File: config.mk
export PLATFORM = sky130hd
export DESIGN_NAME = fifo_access_ctrl
export DESIGN_NICKNAME = d
export VERILOG_FILES = /design/src/rtl/fifo_access_ctrl.sv
export SDC_FILE = /design/constraint.sdc
export NUM_CORES = 1
export LEC_CHECK = 0
export BUFFER_PORTS_ARGS = -buffer_cell sky130_fd_sc_hd__buf_2
export CORE_MARGIN = 5
export CORE_UTILIZATION = 25
export DETAILED_ROUTE_END_ITERATION = 6
export SLEW_MARGIN = 20
export SYNTH_ARGS = -nofsm -noshare
export SYNTH_HDL_FRONTEND = slang
export SYNTH_SLANG_ARGS = --single-unit
File: constraint.sdc
create_clock -name Clk -period 2.09 [get_ports Clk]
set_input_delay 0.418 -clock Clk [delete_from_list [all_inputs] [get_ports Clk]]
set_output_delay 0.418 -clock Clk [all_outputs]
set_load 0.005 [all_outputs]
File: src/rtl/fifo_access_ctrl.sv
// Access controller in front of a 32-bit FIFO/LIFO storage block.
// Two requesters share the write port under round-robin arbitration.
// A read scheduler drains the store either in fixed bursts, once enough
// words are committed, or completely when a flush is requested.
module fifo_access_ctrl #(
    parameter int DEPTH     = 8,
    parameter int BURST_LEN = 4,
    parameter int CW        = 4
) (
    input  logic          Clk,
    input  logic          Rst_n,
    input  logic          Req0,
    input  logic [31:0]   Data0,
    output logic          Gnt0,
    input  logic          Req1,
    input  logic [31:0]   Data1,
    output logic          Gnt1,
    input  logic          Flush,
    output logic [31:0]   Datain,
    output logic          Wren,
    output logic          Rden,
    output logic [CW-1:0] Count,
    output logic          Busy,
    output logic          Done
);

    localparam int DATA_W = 32;

    // Thresholds pre-sized to the occupancy width so comparisons stay width-matched.
    localparam logic [CW:0]   DEPTH_W    = (CW + 1)'(DEPTH);
    localparam logic [CW-1:0] BURST_THR  = CW'(BURST_LEN);
    localparam logic [CW-1:0] BURST_LAST = CW'(BURST_LEN - 1);

    typedef enum logic [1:0] {
        IDLE  = 2'd0,
        BURST = 2'd1,
        FLUSH = 2'd2
    } state_t;

    state_t            state;
    state_t            state_nxt;
    logic              rden_nxt;
    logic              done_nxt;
    logic              flush_lat;
    logic              flush_lat_nxt;
    logic [CW-1:0]     bcnt;
    logic [CW-1:0]     bcnt_nxt;
    logic [CW-1:0]     drain_left;

    logic              prio1;
    logic [CW:0]       fill_p0;
    logic              space_p0;
    logic              accept_p0;
    logic              pick1_p0;
    logic [DATA_W-1:0] data_p0;

    // Arbitration stage: decide which requester (if any) is accepted this edge.
    // The in-flight write counts against space because it is not yet in Count.
    always_comb begin
        fill_p0   = {1'b0, Count} + (CW + 1)'(Wren);
        space_p0  = (fill_p0 < DEPTH_W);
        accept_p0 = (Req0 | Req1) & space_p0;
        // A lone request wins outright; on contention the pointer decides.
        pick1_p0  = Req1 & (~Req0 | prio1);
        data_p0   = pick1_p0 ? Data1 : Data0;
    end

    // Write port register: the accepted word and its grant appear one cycle later.
    always_ff @(posedge Clk or negedge Rst_n) begin
        if (!Rst_n) begin
            Wren   <= 1'b0;
            Gnt0   <= 1'b0;
            Gnt1   <= 1'b0;
            Datain <= '0;
            prio1  <= 1'b0;
        end else begin
            Wren <= accept_p0;
            Gnt0 <= accept_p0 & ~pick1_p0;
            Gnt1 <= accept_p0 & pick1_p0;
            if (accept_p0) begin
                Datain <= data_p0;
                // Pointer moves only on an accept, toward the side not just served.
                prio1  <= ~pick1_p0;
            end
        end
    end

    // Committed occupancy follows the write and read strobes actually issued.
    always_ff @(posedge Clk or negedge Rst_n) begin
        if (!Rst_n) begin
            Count <= '0;
        end else begin
            Count <= Count + CW'(Wren) - CW'(Rden);
        end
    end

    // Words still committed after the read already issued this cycle; an
    // in-flight write is deliberately excluded so it is never read early.
    always_comb begin
        drain_left = Count - CW'(Rden);
    end

    // Read scheduler next-state and registered-output decode.
    always_comb begin
        state_nxt     = state;
        rden_nxt      = 1'b0;
        done_nxt      = 1'b0;
        bcnt_nxt      = bcnt;
        flush_lat_nxt = flush_lat | Flush;
        case (state)
            IDLE: begin
                // A pending flush outranks a burst threshold.
                if (flush_lat | Flush) begin
                    if (Count != '0) begin
                        state_nxt = FLUSH;
                        rden_nxt  = 1'b1;
                    end else if (!Wren) begin
                        // Nothing stored and nothing arriving: acknowledge at once.
                        done_nxt      = 1'b1;
                        flush_lat_nxt = 1'b0;
                    end
                end else if (Count >= BURST_THR) begin
                    state_nxt = BURST;
                    rden_nxt  = 1'b1;
                    bcnt_nxt  = BURST_LAST;
                end
            end
            BURST: begin
                // bcnt holds the reads still owed after the current one.
                if (bcnt == '0) begin
                    state_nxt = IDLE;
                    done_nxt  = 1'b1;
                end else begin
                    bcnt_nxt = bcnt - 1'b1;
                    rden_nxt = 1'b1;
                end
            end
            FLUSH: begin
                if (drain_left != '0) begin
                    rden_nxt = 1'b1;
                end else begin
                    state_nxt     = IDLE;
                    done_nxt      = 1'b1;
                    // A fresh pulse landing on completion starts another drain.
                    flush_lat_nxt = Flush;
                end
            end
            default: begin
                state_nxt = IDLE;
            end
        endcase
    end

    // Read scheduler state register; reset aborts any burst without a Done.
    always_ff @(posedge Clk or negedge Rst_n) begin
        if (!Rst_n) begin
            state     <= IDLE;
            Rden      <= 1'b0;
            Done      <= 1'b0;
            bcnt      <= '0;
            flush_lat <= 1'b0;
        end else begin
            state     <= state_nxt;
            Rden      <= rden_nxt;
            Done      <= done_nxt;
            bcnt      <= bcnt_nxt;
            flush_lat <= flush_lat_nxt;
        end
    end

    // Busy reflects any read activity in progress.
    always_comb begin
        Busy = (state != IDLE);
    end

endmodule

Word level (Yosys, flattened, before mapping)
Cells that the tools add are included.
{"block": "word_totals", "register_bits": 49, "wordCells": 72, "out_inout_bits": 42}
{"block": "classes", "n_bitwise": 9, "n_eq_ne": 9, "order_cmp": 2, "n_addsub": 5, "reduce_logical": 8, "n_mux": 28}
{"cell": "2-to-1 mux 32 bit", "count": 1}
{"cell": "2-to-1 mux 1 bit", "count": 14}
{"cell": "2-to-1 mux 4 bit", "count": 3}
{"cell": "2-to-1 mux 2 bit", "count": 5}
{"cell": "inequality test 2 bit (second input constant)", "count": 5}
{"cell": "one-hot mux 4 bit (2 select lines)", "count": 1}
{"cell": "AND reduction 4 bit", "count": 2}
{"cell": "nonzero test 4 bit", "count": 2}
{"cell": "subtractor 4 x 1 -> 4 bit", "count": 2}
{"cell": "inequality test 3 bit (second input constant)", "count": 2}
{"cell": "one-hot mux 1 bit (3 select lines)", "count": 2}
{"cell": "one-hot mux 2 bit (3 select lines)", "count": 1}
{"cell": "adder 4 x 1 -> 5 bit", "count": 1}
{"cell": "less-than comparator 5 x 4 -> 1 bit (second input constant)", "count": 1}
{"cell": "adder 4 x 1 -> 4 bit", "count": 1}
{"cell": "bitwise AND 1 bit", "count": 4}
{"cell": ">= comparator 4 x 3 -> 1 bit (second input constant)", "count": 1}
{"cell": "zero test 4 bit", "count": 1}
{"cell": "nonzero test 2 bit", "count": 2}
{"cell": "subtractor 4 x 1 -> 4 bit (second input constant)", "count": 1}
{"cell": "bitwise OR 1 bit", "count": 3}
{"cell": "== test 2 x 1 -> 1 bit (second input constant)", "count": 1}
{"cell": "== test 2 bit (second input constant)", "count": 1}
{"cell": "zero test 2 bit", "count": 1}
{"cell": "other kinds (2)", "count": 3}

Longest topological paths before layout
Gate-level depths: netlist (run 1).
{"block": "logic_depth", "ltp_word": 5, "ltp_mapped": 8, "ltp_nobuf": 8}

Worst setup path before layout (run 1)
Ideal clock, no wire load.
{"block": "synth_path", "path_type": "register to register", "start": "register Count[1]", "end": "register Datain[23]", "path_stages_with_launch": 7, "required_time_ns": 1.964, "arrival_ns": 1.714, "setup_slack_ns": 0.250, "n_path_buf": 1, "cell_sequence": "dfrtp_1 ha_1 nand3_1 xnor2_1 o221ai_1 clkbuf_1 a221o_1"}
{"block": "synth_between", "elab_chain_cells": 3}
{"element": "start, declared", "line": "22", "source": "output logic [CW-1:0] Count,"}
{"element": "start signal, assigned", "line": "93", "source": "Count <= Count + CW'(Wren) - CW'(Rden);"}
{"element": "adder 4 x 1 -> 5 bit", "line": "60", "source": "fill_p0 = {1'b0, Count} + (CW + 1)'(Wren);"}
{"element": "less-than comparator 5 x 4 -> 1 bit", "line": "61", "source": "space_p0 = (fill_p0 < DEPTH_W);"}
{"element": "bitwise AND 1 bit", "line": "62", "source": "accept_p0 = (Req0 | Req1) & space_p0;"}
{"element": "end signal, assigned", "line": "81", "source": "Datain <= data_p0;"}
{"element": "end, declared", "line": "19", "source": "output logic [31:0] Datain,"}
Every way passes these cells.
A chain may end at the register's enable or synchronous reset.

Final worst setup path (run 1)
{"block": "layout_path", "start": "register Count[2]", "end": "register Datain[18]"}
The elaborated chain is that of the path after synthesis.

==> results.cfg, run 1 <==
[run_status]
run_status = finished clean

[floorplanning]
rows = 36
floorplan.die.width_um = 110
fp.coreArea_mm2 = 0.00977
design.portCount = 111
die_height_um = 110
fp.dieArea_mm2 = 0.0122
initial_core_utilization_pct = 25.7

[cts]
cts_setup_buffers = 0
cts_buffer_depth = 2
post_cts_resize_count = 0
postCtsHoldBufs = 0
worstSkewPairLatency_ns = 0.30
root_buffer_selected_by_cts = sky130_fd_sc_hd__clkbuf_8
clock_tree_from_tritoncts = done
cts_htree_levels = 2
cts.reportedPaths.clkPinSlew_ns = 0.09
cts-buffers-inserted = 5
clock_sink_count = 49

[grt]
antenna_violations_before_repair = 0
gr-usage-all-layers_pct = 11.6
grt_first_pass_wirelength_mm = 11.0
largest_net_degree_at_the_start_of_global_routing = 29
grt_pass1_vias = 2231
grt-ovfl-total = 0

[yosys]
synth-seq-cells = 49
post_synth_instance_area_mm2 = 0.00251
synth_cells = 243
seq_area_frac_synth_pct = 48.8
synth-edff-count = 0
synth_ff_type = sky130_fd_sc_hd__dfrtp_1
yosys_warnings = 0
syn_area_per_cell_um2 = 10.3
asyncSetResetFlopFracSynth_pct = 100
synth_fp_nets = 326
synth_cell_types = 33

[run]
drv.max_cap_violation_count = 0

[place]
placement.io_buffers = 110
gp_congestion = 0.739
dp.final_hpwl_mm = 5.39
postPlaceCellArea_mm2 = 0.00330

[route]
first_iter_violations = 75
routed_wire_length_per_instance_um = 14.6
first_pass_iters = 4
dr_total_vias = 2226
postRouteWirelength_mm = 7.16
post-route-drc-count = 0
antenna_violating_nets_post_route = 0
number_of_vias_per_cell_after_detailed_routing = 4.55

[layout]
layout_commonest_cell = sky130_fd_sc_hd__buf_2
filler_cell_count = 1046
areaGrowthSynthToFinish_pct = 36.0
drive_above_1_share_pct = 38.8
final_cell_mix = sky130_fd_sc_hd__buf_2 (110), sky130_fd_sc_hd__dfrtp_1 (49), sky130_fd_sc_hd__nand2_1 (37)
sequential_cell_area_mm2 = 0.00123
num-nets-final = 438
antenna-diode-count = 0
final_design_area_no_fill_mm2 = 0.00342
multi_input_comb_area_mm2 = 0.00118

[timing]
number_of_setup_violations_in_the_final_report = 0
worst_clock_skew_ns = 0.00447
post-route-min-period_ns = 1.93
report.final.hold_viol_count = 0
timing.max_slew.rel_slack_pct = 63.3
report.final.slew_viol_count = 0
timing.fmax_mhz = 518
part_of_the_cycle_the_worst_path_needs_pct = 92.5
worst_pin_slew_ns = 0.546
final.setup.tns_ns = 0
rsz0062_at_grt = no

[worst_setup_path]
timing.critical_path.fanout_max = 28
critical_path_arrival_ns = 2.18
worstReg2RegStart = Count[2]
timing.reg2reg.worst_path_depth = 6
setup.worst_path.start_class = flip-flop
critical_path_required_ns = 2.33
end_kind = flip-flop
r2r_slack_ns = 0.16
r2r-end = Datain[18]
criticalPathCategory = flip-flop to flip-flop
crit_path_start = Count[2]

[hold_path]
worstHoldPathType = primary input to asynchronous set/reset pin

[power_and_ir_drop]
p_leak_nw = 1.69
vdd_drop_max_v = 0.000523
pwr_density_cell_mw_per_mm2 = 1410
## final cells by class
type | count | area share [%]
clock inverters | 1 | 0.879
well taps | 133 | 4.87
repair buffers | 122 | 19.9
flip-flops and latches | 49 | 35.9
multi-input cells | 164 | 34.5
inverters | 13 | 1.43
clock buffers | 7 | 2.53
## per-stage QoR
stage                     power, mW  hold slack (ns)  cells  util (%)  setup WS [ns]
after CTS                      4.87            0.100    489      34.9          0.174
after floorplan                3.13            0.122    243         -          0.250
after detailed placement       4.15            0.430    481      33.8          0.196
final                          4.82           0.0868    489      34.9          0.158
after global routing           5.20            0.125    489      34.9        0.00182
after global placement         4.11            0.432    481      33.8          0.216
## power by group
group	switching (mW)	internal [mW]
sequential	0.308	1.40
combinational	1.22	1.17
clock	0.327	0.391
total	1.85	2.97
## critical path, stage by stage, from the launching register on
cell	delay [ns]
sky130_fd_sc_hd__dfrtp_1	0.47
sky130_fd_sc_hd__ha_1	0.24
sky130_fd_sc_hd__nand2_1	0.13
sky130_fd_sc_hd__or3b_1	0.45
sky130_fd_sc_hd__buf_4	0.27
sky130_fd_sc_hd__a21oi_1	0.19
sky130_fd_sc_hd__a221o_1	0.12
## how the worst max path moves through the flow
stage,slack (ns),cells past startpoint,endpoint
after floorplan,0.25,6,Datain[23]
after global placement,0.22,6,Datain[20]
after detailed placement,0.20,6,Datain[18]
after CTS,0.17,6,Datain[2]
after global routing,0.002,6,Datain[3]
final,0.16,6,Datain[18]
## routing by layer
metal,track usage [%],vias to the layer above,share of wire [%]
li1,-,1106,-
met1,15.2,1034,45
met2,19.4,80,48
met3,2.85,6,6.0
met4,2.29,0,0.64
met5,0,-,0
## flip-flops by register name, summed over array words and instances (netlist names)
name       flops
prio1          1
Gnt1           1
Wren           1
Gnt0           1
bcnt           4
Count          4
Rden           1
Done           1
flush_lat      1
state          2
Datain        32
## logic make-up (layout without fill, tap and decap cells)
family / count (synthesis) / in the layout / share of synthesized area (%)
buffers and inverters: 30 / 143 / 5.68
XOR/XNOR: 7 / 7 / 2.44
multiplexers: 2 / 2 / 0.896
adder cells (fa/ha/maj): 14 / 14 / 7.27
AO/OA/AOI/OAI: 82 / 82 / 24.6
flip-flops: 49 / 49 / 48.8
AND/OR/NAND/NOR: 59 / 59 / 10.3
## cells in the mapped netlist (all sizes together) (3+ instances only)
library cell | instances | area (um^2)
a21oi | 36 | 191
a221o | 32 | 320
buf | 4 | 45.0
clkbuf | 13 | 48.8
dfrtp | 49 | 1230
ha | 13 | 163
inv | 13 | 48.8
nand2 | 37 | 139
nand2b | 3 | 18.8
nand3 | 3 | 15.0
nor2 | 6 | 22.5
nor3 | 3 | 15.0
o21ai | 4 | 23.8
o221ai | 3 | 26.3
xor2 | 5 | 43.8
(Power assumes the default switching activity.)
==> run 2, diff against run 1 <==
CTS_BUF_LIST = sky130_fd_sc_hd__clkbuf_16   (was not set)
==> results.cfg, run 2 (synthesized netlist as in run 1, its figures left out) <==
[cts]
post_cts_resize_count = 0
cts_buffer_depth = 2
cts-buffers-inserted = 5
worstSkewPairLatency_ns = 0.28
cts_setup_buffers = 0
cts_htree_levels = 2
clock_sink_count = 49
root_buffer_selected_by_cts = sky130_fd_sc_hd__clkbuf_16
postCtsHoldBufs = 0
cts.reportedPaths.clkPinSlew_ns = 0.07
clock_tree_from_tritoncts = done

[route]
first_iter_violations = 91
postRouteWirelength_mm = 7.12
routed_wire_length_per_instance_um = 14.6
antenna_violating_nets_post_route = 0
first_pass_iters = 6
number_of_vias_per_cell_after_detailed_routing = 4.54
dr_total_vias = 2222
post-route-drc-count = 0

[grt]
largest_net_degree_at_the_start_of_global_routing = 29
grt_pass1_vias = 2233
grt_first_pass_wirelength_mm = 11.0
gr-usage-all-layers_pct = 11.5
antenna_violations_before_repair = 0
grt-ovfl-total = 0

[floorplanning]
rows = 36
design.portCount = 111
initial_core_utilization_pct = 25.7
die_height_um = 110
floorplan.die.width_um = 110
fp.coreArea_mm2 = 0.00977
fp.dieArea_mm2 = 0.0122

[power_and_ir_drop]
vdd_drop_max_v = 0.000595
pwr_density_cell_mw_per_mm2 = 1440
report.power.total_mw = 5.00
p_leak_nw = 1.72

[place]
postPlaceCellArea_mm2 = 0.00330
placed_cells = 481
dp.final_hpwl_mm = 5.39
gp_congestion = 0.739
placement.io_buffers = 110

[worst_setup_path]
critical_path_required_ns = 2.31
cp_num_buf_inv = 1
critical_path_arrival_ns = 2.15
r2r_slack_ns = 0.16
end_kind = flip-flop
critical-path-slowest-cell = sky130_fd_sc_hd__dfrtp_1
criticalPathCategory = flip-flop to flip-flop
crit_family = simple AND/OR/NAND/NOR gates
ordered_list_of_cells_on_the_worst_path = ha_1 > nand2_1 > or3b_1 > buf_4 > a21oi_1 > a221o_1
setup.worst_path.start_class = flip-flop
critical_path.max_stage_delay_ns = 0.46
timing.critical_path.fanout_max = 28

[run]
drv.max_cap_violation_count = 0

[timing]
worst_pin_slew_ns = 0.546
worst_clock_skew_ns = 0.00297
post-route-min-period_ns = 1.93
report.final.slew_viol_count = 0
report.final.hold_viol_count = 0
timing.fmax_mhz = 518
timing.max_slew.rel_slack_pct = 63.2
final.setup.tns_ns = 0
number_of_setup_violations_in_the_final_report = 0
part_of_the_cycle_the_worst_path_needs_pct = 92.3
rsz0062_at_grt = no

[layout]
num-nets-final = 438
areaGrowthSynthToFinish_pct = 37.8
final_cell_mix = sky130_fd_sc_hd__buf_2 (110), sky130_fd_sc_hd__dfrtp_1 (49), sky130_fd_sc_hd__nand2_1 (37)
non_filler_instance_count_after_layout = 489
top_regs = Datain x32, Count x4, bcnt x4
antenna-diode-count = 0
drive_above_1_share_pct = 38.5
layout_commonest_cell = sky130_fd_sc_hd__buf_2
post-route-util_pct = 35.4
final_design_area_no_fill_mm2 = 0.00346
filler_cell_count = 1039
largest_register_ff_count = 32
top_register = Datain

[run_status]
run_status = finished clean

[hold_path]
worstHoldPathType = primary input to asynchronous set/reset pin
## run 2: power breakdown
part / switching, mW / internal [mW]
sequential: 0.305 / 1.41
combinational: 1.22 / 1.17
clock: 0.340 / 0.557
total: 1.86 / 3.14
## run 2: final timing paths
kind                                   end       start  cells after the start
worst max-delay path            Datain[18]    Count[2]                      6
worst min-delay path                  Done       Rst_n                      1
worst max register to register  Datain[18]    Count[2]                      6
worst min register to register  Datain[28]  Datain[28]                      1
max in group asynchronous       Datain[31]       Rst_n                      2
min in group Clk                Datain[14]   Data1[14]                      2
## run 2: routing by layer
metal  vias up  wire length, um  GRT usage [%]
met5         -                0              0
met4         0               34           1.85
met3         4              410           2.97
met2        71             3500           19.5
met1      1038             3170           15.0
li1       1109                -              -
## run 2: area by class of cell
| type | instances | area (um^2) | share of cell area (%) |
|---|---|---|---|
| inverters | 13 | 48.8 | 1.41 |
| repair buffers | 122 | 678 | 19.6 |
| multi-input cells | 164 | 1180 | 34.1 |
| clock buffers | 5 | 125 | 3.61 |
| well taps | 133 | 166 | 4.81 |
| flip-flops and latches | 49 | 1230 | 35.4 |
| clock inverters | 3 | 37.5 | 1.08 |
## run 2: metrics by stage
step                      setup slack [ns]  hold slack, ns
final                                0.161           0.111
after global routing               0.00681           0.156
after CTS                            0.179           0.125
after detailed placement             0.196           0.430
after global placement               0.216           0.432
after floorplan                      0.250           0.122
==> run 3, diff against run 2 <==
PLACE_DENSITY_LB_ADDON = 0.3   (was not set)
==> results.cfg, run 3 (synthesized netlist as in run 1, its figures left out) <==
[run_status]
run_status = finished clean

[layout]
num-nets-final = 437
final_design_area_no_fill_mm2 = 0.00342
areaGrowthSynthToFinish_pct = 36.0
top_register = Datain
largest_register_ff_count = 32
layout_commonest_cell = sky130_fd_sc_hd__buf_2
top_regs = Datain x32, Count x4, bcnt x4
final_cell_mix = sky130_fd_sc_hd__buf_2 (110), sky130_fd_sc_hd__dfrtp_1 (49), sky130_fd_sc_hd__nand2_1 (37)
drive_above_1_share_pct = 38.6
antenna-diode-count = 0

[cts]
postCtsHoldBufs = 0
cts_setup_buffers = 0
clock_sink_count = 49
worstSkewPairLatency_ns = 0.28
cts-buffers-inserted = 5
cts_htree_levels = 2
post_cts_resize_count = 0
clock_tree_from_tritoncts = done
cts_buffer_depth = 2
cts.reportedPaths.clkPinSlew_ns = 0.07
root_buffer_selected_by_cts = sky130_fd_sc_hd__clkbuf_16

[timing]
timing.max_slew.rel_slack_pct = 63.3
report.final.hold_viol_count = 0
worst_pin_slew_ns = 0.546
worst_clock_skew_ns = 0.00825
part_of_the_cycle_the_worst_path_needs_pct = 91.2
final.setup.tns_ns = 0
timing.fmax_mhz = 524
post-route-min-period_ns = 1.91
number_of_setup_violations_in_the_final_report = 0
rsz0062_at_grt = no
report.final.slew_viol_count = 0

[route]
first_iter_violations = 101
post-route-drc-count = 0
postRouteWirelength_mm = 7.42
antenna_violating_nets_post_route = 0
number_of_vias_per_cell_after_detailed_routing = 4.66
routed_wire_length_per_instance_um = 15.2
first_pass_iters = 4
dr_total_vias = 2274

[worst_setup_path]
critical_path_required_ns = 2.31
ordered_list_of_cells_on_the_worst_path = ha_1 > nand2_1 > or3b_1 > a21oi_4 > buf_12 > a221o_1
critical-path-slowest-cell = sky130_fd_sc_hd__dfrtp_1
criticalPathCategory = flip-flop to flip-flop
crit_path_start = Count[3]
critical_path.max_stage_delay_ns = 0.45
critical_path_arrival_ns = 2.12
timing.critical_path.fanout_max = 33
cp_num_buf_inv = 1
end_kind = flip-flop
setup.worst_path.start_class = flip-flop
worstReg2RegStart = Count[3]
crit_family = simple AND/OR/NAND/NOR gates

[grt]
grt_first_pass_wirelength_mm = 11.8
grt-ovfl-total = 0
antenna_violations_before_repair = 0
gr-usage-all-layers_pct = 12.3
grt_pass1_vias = 2392
largest_net_degree_at_the_start_of_global_routing = 34

[floorplanning]
design.portCount = 111
floorplan.die.width_um = 110
die_height_um = 110
initial_core_utilization_pct = 25.7
fp.coreArea_mm2 = 0.00977
rows = 36
fp.dieArea_mm2 = 0.0122

[power_and_ir_drop]
p_leak_nw = 1.69
vdd_drop_max_v = 0.000584
pwr_density_cell_mw_per_mm2 = 1420

[place]
postPlaceCellArea_mm2 = 0.00327
gp_congestion = 0.741
placement.io_buffers = 110
dp.final_hpwl_mm = 5.54

[hold_path]
worstHoldPathType = primary input to asynchronous set/reset pin

[run]
drv.max_cap_violation_count = 0
## run 3: changes by cell type in the layout (fill, tap and decap cells not counted)
| cell | before | now |
|---|---|---|
| sky130_fd_sc_hd__buf_12 | 3 | 2 |
| sky130_fd_sc_hd__bufinv_16 | 1 | 0 |
| sky130_fd_sc_hd__o21ai_2 | 0 | 1 |
| sky130_fd_sc_hd__clkinv_1 | 1 | 0 |
| sky130_fd_sc_hd__clkinvlp_4 | 0 | 2 |
| sky130_fd_sc_hd__o21ai_4 | 1 | 0 |
## run 3: per-layer routing
metal  track usage [%]  routed length [um]  part of all wire, %
met5                 0                   0                    0
met4              2.11                  15                 0.20
met3              2.97                 384                  5.2
met2              20.8                3590                   48
met1              16.2                3420                   46
## run 3: path summary, 6_finish.rpt
path | endpoint | slack (ns) | cells past startpoint
worst min-delay path | Datain[5] | 0.07 | 1
worst max-delay path | Datain[19] | 0.18 | 6
min in group Clk | Datain[4] | 0.36 | 2
max in group asynchronous | state[0] | 1.48 | 2
worst min register to register | Datain[3] | 0.51 | 1
worst max register to register | Datain[19] | 0.18 | 6
## run 3: cell type report
type                       count  area (um^2)
tap                          133          166
clock buffer                   5          125
inverter                      13         48.8
fill                        1041         6360
clock inverter                 3         18.8
multi-input combinational    164         1170
sequential                    49         1230
timing repair buffer         121          658
## run 3: power by group
group / switching, mW / internal, mW
registers: 0.299 / 1.41
clock network: 0.351 / 0.439
logic: 1.21 / 1.13
total: 1.86 / 2.97
## run 3: metrics by stage
stage               power (mW)  instances  util [%]  hold WS (ns)  setup WS [ns]
floorplan                 3.13        243         -         0.122          0.250
global placement          4.06        480      33.5         0.398          0.235
detailed placement        4.10        480      33.5         0.394          0.213
CTS                       4.93        488      34.9        0.0868          0.171
global route              5.26        488      34.9         0.103         0.0687
finish                    4.84        488      34.9        0.0744          0.183
